<file path="config.mk">
export PLATFORM = sky130hd
export DESIGN_NAME = mult_seq_ctrl
export DESIGN_NICKNAME = d
export VERILOG_FILES = /design/src/rtl/mult_seq_ctrl.sv
export SDC_FILE = /design/constraint.sdc
export NUM_CORES = 1
export LEC_CHECK = 0
export ABC_AREA = 1
export CAP_MARGIN = 10
export CORE_MARGIN = 2
export CORE_UTILIZATION = 46
export CTS_CLUSTER_SIZE = 20
export DETAILED_ROUTE_END_ITERATION = 6
export PLACE_DENSITY = 0.84
export SETUP_SLACK_MARGIN = 0.02
export SYNTH_ARGS = -nofsm -noshare
export SYNTH_HDL_FRONTEND = slang
export SYNTH_SLANG_ARGS = --single-unit
</file>
<file path="constraint.sdc">
create_clock -name CK -period 1.45 [get_ports CK]
set_clock_uncertainty 0.1 [all_clocks]
set_input_delay 0.145 -clock CK [delete_from_list [all_inputs] [get_ports CK]]
set_output_delay 0.145 -clock CK [all_outputs]
set_load 0.01 [all_outputs]
</file>
<file path="src/rtl/mult_seq_ctrl.sv">
// mult_seq_ctrl: sequential unsigned add-shift multiplier (WIDTH x WIDTH -> 2*WIDTH).
// Each clock in RUN performs one partial-product step. The counter CT tracks the iterations.
//
// Ports:
//   CK     in   clock, rising edge
//   RSTN   in   asynchronous active-low reset
//   START  in   start request, sampled only in IDLE
//   AX     in   multiplicand, captured on an accepted START
//   MR     in   multiplier, captured on an accepted START
//   READY  out  high in IDLE only
//   BUSY   out  high in RUN only
//   DONE   out  one-cycle pulse; P is valid from this cycle on
//   P      out  product, held until the next DONE
//   CT     out  iteration counter, 0..WIDTH-1
//
// Optional feature macro: MULT_ZERO_SKIP_EN. When it is defined, a zero operand skips RUN
// and goes straight to DONE with P=0.

module mult_seq_ctrl #(
  parameter int unsigned WIDTH = 4,
  localparam int unsigned CTW  = $clog2(WIDTH)
) (
  input  logic               CK,
  input  logic               RSTN,
  input  logic               START,
  input  logic [WIDTH-1:0]   AX,
  input  logic [WIDTH-1:0]   MR,
  output logic               READY,
  output logic               BUSY,
  output logic               DONE,
  output logic [2*WIDTH-1:0] P,
  output logic [CTW-1:0]     CT
);

  typedef enum logic [1:0] {StIdle, StRun, StDone} state_e;

  state_e               state_q;
  logic [WIDTH-1:0]     axr_q;   // captured multiplicand
  logic [WIDTH-1:0]     acc_q;   // accumulator (high half)
  logic [WIDTH-1:0]     mq_q;    // multiplier / low half of the product
  logic [CTW-1:0]       ct_q;
  logic [2*WIDTH-1:0]   p_q;
  logic                 ready_q;
  logic                 busy_q;
  logic                 done_q;

  // The partial sum is one bit wider than the operands, so the adder carry is kept.
  logic [WIDTH:0] sum;
  assign sum = {1'b0, acc_q} + (mq_q[0] ? {1'b0, axr_q} : '0);

  always_ff @(posedge CK or negedge RSTN) begin
    if (!RSTN) begin
      state_q <= StIdle;
      axr_q   <= '0;
      acc_q   <= '0;
      mq_q    <= '0;
      ct_q    <= '0;
      p_q     <= '0;
      ready_q <= 1'b1;
      busy_q  <= 1'b0;
      done_q  <= 1'b0;
    end else begin
      unique case (state_q)
        StIdle: begin
          if (START) begin
            axr_q <= AX;
            mq_q  <= MR;
            acc_q <= '0;
            ct_q  <= '0;
`ifdef MULT_ZERO_SKIP_EN
            if (AX == '0 || MR == '0) begin
              state_q <= StDone;
              p_q     <= '0;
              ready_q <= 1'b0;
              done_q  <= 1'b1;
            end else begin
              state_q <= StRun;
              ready_q <= 1'b0;
              busy_q  <= 1'b1;
            end
`else
            state_q <= StRun;
            ready_q <= 1'b0;
            busy_q  <= 1'b1;
`endif
          end
        end
        StRun: begin
          // {A,Q} <= {c,s,Q[WIDTH-1:1]}, so 2*WIDTH+1 bits are shifted right by one.
          acc_q <= sum[WIDTH:1];
          mq_q  <= {sum[0], mq_q[WIDTH-1:1]};
          if (ct_q == CTW'(WIDTH - 1)) begin
            state_q <= StDone;
            p_q     <= {sum, mq_q[WIDTH-1:1]};
            busy_q  <= 1'b0;
            done_q  <= 1'b1;
          end else begin
            ct_q <= ct_q + CTW'(1);
          end
        end
        StDone: begin
          state_q <= StIdle;
          ct_q    <= '0;
          done_q  <= 1'b0;
          ready_q <= 1'b1;
        end
        default: begin
          state_q <= StIdle;
          ready_q <= 1'b1;
          busy_q  <= 1'b0;
          done_q  <= 1'b0;
        end
      endcase
    end
  end

  assign READY = ready_q;
  assign BUSY  = busy_q;
  assign DONE  = done_q;
  assign P     = p_q;
  assign CT    = ct_q;

endmodule
</file>
Yosys cells after proc, flatten, opt, wreduce, memory -nomap -nowiden
Cells that the tools add are included.
Cells by class
  add/sub/neg operators: 2
  equality and inequality tests: 6
  multiplexer cells: 18
  bitwise gates (word level): 3
  reduce and logical (&&, ||, !) cells: 11
Operators by type and width (count)
  4-bit case mux with 2 select lines: 2
  4-bit 2-to-1 mux: 3
  2-bit AND reduction: 6
  2-bit 2-to-1 mux: 4
  2-bit inequality test (second input constant): 3
  2-bit case mux with 3 select lines: 1
  3-bit AND reduction: 2
  4-bit by 4-bit adder with 5-bit output: 1
  2-bit equality test (second input constant): 2
  1-bit 2-to-1 mux: 4
  1-bit case mux with 2 select lines: 2
  2-bit case mux with 2 select lines: 1
  1-bit NOT: 3
  1-bit case mux with 3 select lines: 1
  3-bit nonzero test: 1
  2-bit by 1-bit adder with 2-bit output (second input constant): 1
  2-bit by 1-bit equality test with 1-bit output (second input constant): 1
  2-bit logical NOT: 1
  2-bit nonzero test: 1
Storage, ports and cells
  register bits after elaboration: 27
  input port bits: 11
  output and inout port bits: 13
  logic and storage cells: 49

Depth between registers and ports, before layout
  depth after elaboration: 3
  mapped depth: 8
  gate-level depth less buffers: 8

Least setup slack after synthesis
OpenSTA, ideal clock, no wires.
  path kind: flip-flop to flip-flop
  from: reg mq_q[0]
  to: reg acc_q[1]
  library setup time: 129 ps
  data arrival time: 1370 ps
  required time: 1221 ps
  path slack: -149 ps
  stages on the path, launching flop included: 7
  buffers on the path: 0
  clock period less this slack: 1599 ps
  path through: dfrtp_1 > nand2_1 > inv_1 > ha_1 > fa_1 > xnor2_1 > o21ai_0
Between the ends
  cells in the longest elaborated chain, start to end: 3
Ends and longest elaborated chain
  start: declaration: RTL line 40  | logic [WIDTH-1:0] mq_q;
  start signal: assignment: RTL line 91  | mq_q <= {sum[0], mq_q[WIDTH-1:1]};
  4-bit 2-to-1 mux: RTL line 49  | assign sum = {1'b0, acc_q} + (mq_q[0] ? {1'b0, axr_q} : '0);
  4-bit by 4-bit adder with 5-bit output: RTL line 49
  4-bit case mux with 2 select lines: RTL line 63  | unique case (state_q)
  end signal: assignment: RTL line 90  | acc_q <= sum[WIDTH:1];
  end: declaration: RTL line 39  | logic [WIDTH-1:0] acc_q;
Every way passes these cells.
A chain may end at the register's enable or synchronous reset.

Worst setup path after layout
Ends and elaborated chain as after synthesis.

==> metrics.md <==
| Metric | Value |
|---|---|
| Net Sw Frac | 42.4% |
| DR vias | ~1000 |
| Layout Cells excl Fill | 213 |
| Gate Count Post-Synth | 149 |
| Top post-synthesis cells by area | dfrtp_1 (50%), nand2_1 (18%), ha_1 (4.8%) |
| Req. time, crit path | 1.57 ns |
| DP HPWL | 1940 um |
| Seq pwr share | 39.0% |
| Distinct cell type count after synthesis | 19 |
| Worst-path clk slew | 0.14 ns |
| Final Util | 62.8% |
| Most frequent cell after synthesis | nand2_1 |
| WL per Instance | ~12 um |
| Clock Sinks | 27 |
| DR pass1 iterations | 4 |
| Site Rows | 19 |
| Antenna viol nets, final | 0 |
| Class of the worst hold path | input port to flip-flop |
| Worst-path fanout max | 4 |
| Sequential-to-total area share from yosys stat | 52.3% |
| Synth top area share | 50.3% |
| Period utilization | 108% |
| Die height | 57.0 um |
| Placed cell count | around 200 |
| Root buffer cell | clkbuf_4 |
| Final Power | 0.00325 W |
| Fraction of layout cells with a size suffix above 1 | 22.0% |
| CP startpoint | mq_q[0] |
| # diodes | 0 |
| Setup WS post-layout | -0.113 ns |
| Pint | 0.00187 W |
| Critical path type | flip-flop to flip-flop |
| Logic pwr share | 51.2% |
| DRT Wirelength | 2620 um |
| Yosys reg bits | 27 |
| Routed met1 length | 1160 um |
| Synthesized area | about 1300 sq um |
| Pre-CTS setup slack | -0.141 ns |
| Clock power frac | under 10% |
| Worst reg2reg startpoint | mq_q[0] |
| Slowest CP cell | dfrtp_1 |
| Later-pin clock latency in the skew report | between 0.3 and 0.4 ns |
| Post-synth EDFFs | 0 |
| First-pass GRT wire length | 4310 um |
| Hold path start | AX[1] |
| Crit path cell chain | nand2_1 -> inv_2 -> ha_4 -> fa_2 -> xnor2_2 -> o21ai_1 |
| Yosys warns | 0 |
| Arrival @ worst endpoint | 1.69 ns |
| RSZ-0062 raised after global routing | yes |
| Via-per-instance ratio | between 4 and 5 |
| Fmax | between 0.6 and 0.7 GHz |
| Worst Tran Pin Value | between 0.3 and 0.4 ns |
| Met3 Wirelength | 97 um |
| Number of global-route vias before repair | 1004 |
| Worst VDD drop | approximately 1200 uV |
| Power Density | 1910 nW/um^2 |
| Final Hold Viols | 0 |
| Highest routed metal layer | met4 |
| Die ar. | 3250 sq um |
| CTS H-Tree Depth | 1 |
| Placer Congestion | 0.786 |
| Syn Nets | around 170 |
| Syn-to-layout area delta | 31.5% |
| Mapped Avg Cell Area | 8.68 sq um |
| Worst path max stage delay | 0.43 ns |
| Final nets | 200 |
| Total CTS buffers | 3 |
| Number of fill cells | 233 |
| Yosys top cell by area | dfrtp_1 |
| Antenna violations before repair | 0 |
| Die width | roughly 57 um |
| Total global routing overflow | 0 |
| NetSw | 0.00138 W |
| Failing checks | negative setup slack |
| Clk buf depth | 2 |
| GRT Util Overall | 17.1% |
| Initial drt markers | 13 |
| Top cells by count, synth | nand2_1 (61), dfrtp_1 (26), inv_1 (15) |
| Port Buffers | 23 |
| CTS tree | yes |
| Fin crit period | 1.56 ns |
| CP Launch Type | flip-flop |
| Largest net degree at the start of global routing | 15 |
| Metal2 WL | 1320 um |
| Status | complete, but fails checks |
| Slew Viols, Final | 0 |
| # setup viols final | 8 |
| Pleak | 0.904 nW |
| Slew Limit Headroom | 79.1% |
| Core area | 2710 sq um |
| Ys async rst share | 100% |
| Residual DRC | 0 |
| Ports | 24 |
| Max-cap viol count | 0 |
| Primary FF master, synth | dfrtp_1 |
| Initial Util | 47.7% |
| Crit path capture type | flip-flop |
-- final timing paths --
check | endpoint | depth (start not counted) | slack (ns)
worst max register to register | acc_q[1] | 6 | -0.11
min in group asynchronous | state_q[0] | 2 | 0.50
worst min-delay path | axr_q[1] | 3 | 0.25
worst max-delay path | acc_q[1] | 6 | -0.11
worst min register to register | BUSY | 2 | 0.39
max in group asynchronous | acc_q[1] | 3 | 0.28
-- worst max-delay path, delay by kind of cell (launching register included) --
family,cells,cell delay (ns)
flip-flops,1,0.43
AO/OA/AOI/OAI,1,0.08
adder cells (fa/ha/maj),2,0.54
AND/OR/NAND/NOR,1,0.09
buffers and inverters,1,0.05
XOR/XNOR,1,0.19
-- through the flow --
| stage | TNS (ns) | hold slack [ns] | area [sq um] |
|---|---|---|---|
| after CTS | -0.657 | 0.249 | 1680 |
| after global placement | -0.315 | 0.317 | 1590 |
| after global routing | -1.19 | 0.246 | 1700 |
| after detailed placement | -0.678 | 0.319 | 1590 |
| after floorplan | -0.183 | -0.251 | 1310 |
| final | -0.630 | 0.248 | 1700 |
-- per-layer routing --
layer | global-route usage (%) | vias up
met4 | 5.98 | 0
met3 | 2.04 | 5
met1 | 21.1 | 470
met2 | 30.9 | 22
met5 | 0 | -
li1 | - | 528
-- cells by family (layout without fill, tap and decap cells) --
family / count (synthesis) / count (layout) / synth area share [%]
buf+inv: 21 / 54 / 7.64
xor+xnor: 1 / 1 / 0.677
compound gates: 16 / 16 / 7.64
fa+ha+maj: 6 / 6 / 6.38
simple gates: 78 / 78 / 25.3
flops: 27 / 27 / 52.3
-- cell usage in the layout, fill, tap and decap left out, drive strengths merged --
master / netlist / routed
nand3: 8 / 8
clkdlybuf4s15: 0 / 1
ha: 5 / 5
nor2: 6 / 6
dfstp: 1 / 1
dlygate4sd2: 0 / 12
xnor2: 1 / 1
clkdlybuf4s50: 0 / 10
fa: 1 / 1
inv: 19 / 19
dlygate4sd3: 0 / 1
dfrtp: 26 / 26
a21oi: 3 / 3
nand2: 64 / 64
clkbuf: 1 / 4
o21ai: 13 / 13
buf: 1 / 7
-- power groups by stage --
stage | registers (W) | clock network [W] | logic [W]
floorplan | 0.00132 | 0 | 0.00102
global placement | 0.00126 | 0 | 0.00155
detailed placement | 0.00128 | 0 | 0.00162
CTS | 0.00126 | 0.000328 | 0.00162
global route | 0.00131 | 0.000361 | 0.00185
finish | 0.00127 | 0.000320 | 0.00166
-- final cells by class --
cell class / instances / area, sq um / area share [%]
flip-flops and latches: 27 / 677 / 39.8
multi-input cells: 101 / 602 / 35.4
repair buffers: 31 / 282 / 16.5
inverters: 19 / 76.3 / 4.49
well taps: 31 / 38.8 / 2.28
clock buffers: 4 / 26.3 / 1.54
-- flip-flops by register name, summed over array words and instances, names as in the netlist --
register  count
READY         1
mq_q          4
CT            2
state_q       2
BUSY          1
P             8
DONE          1
acc_q         4
axr_q         4
-- timing repair --
action | in CTS | in global routing
pin swaps | 7 | 2
endpoints found under the setup margin | 21 | 13
endpoints found under the hold margin | 4 | 0
gates resized for setup | 24 | 7
hold buffers | 1 | 0
buffers inserted | 2 | 0
No activity file was read; power rests on OpenSTA's default activity.
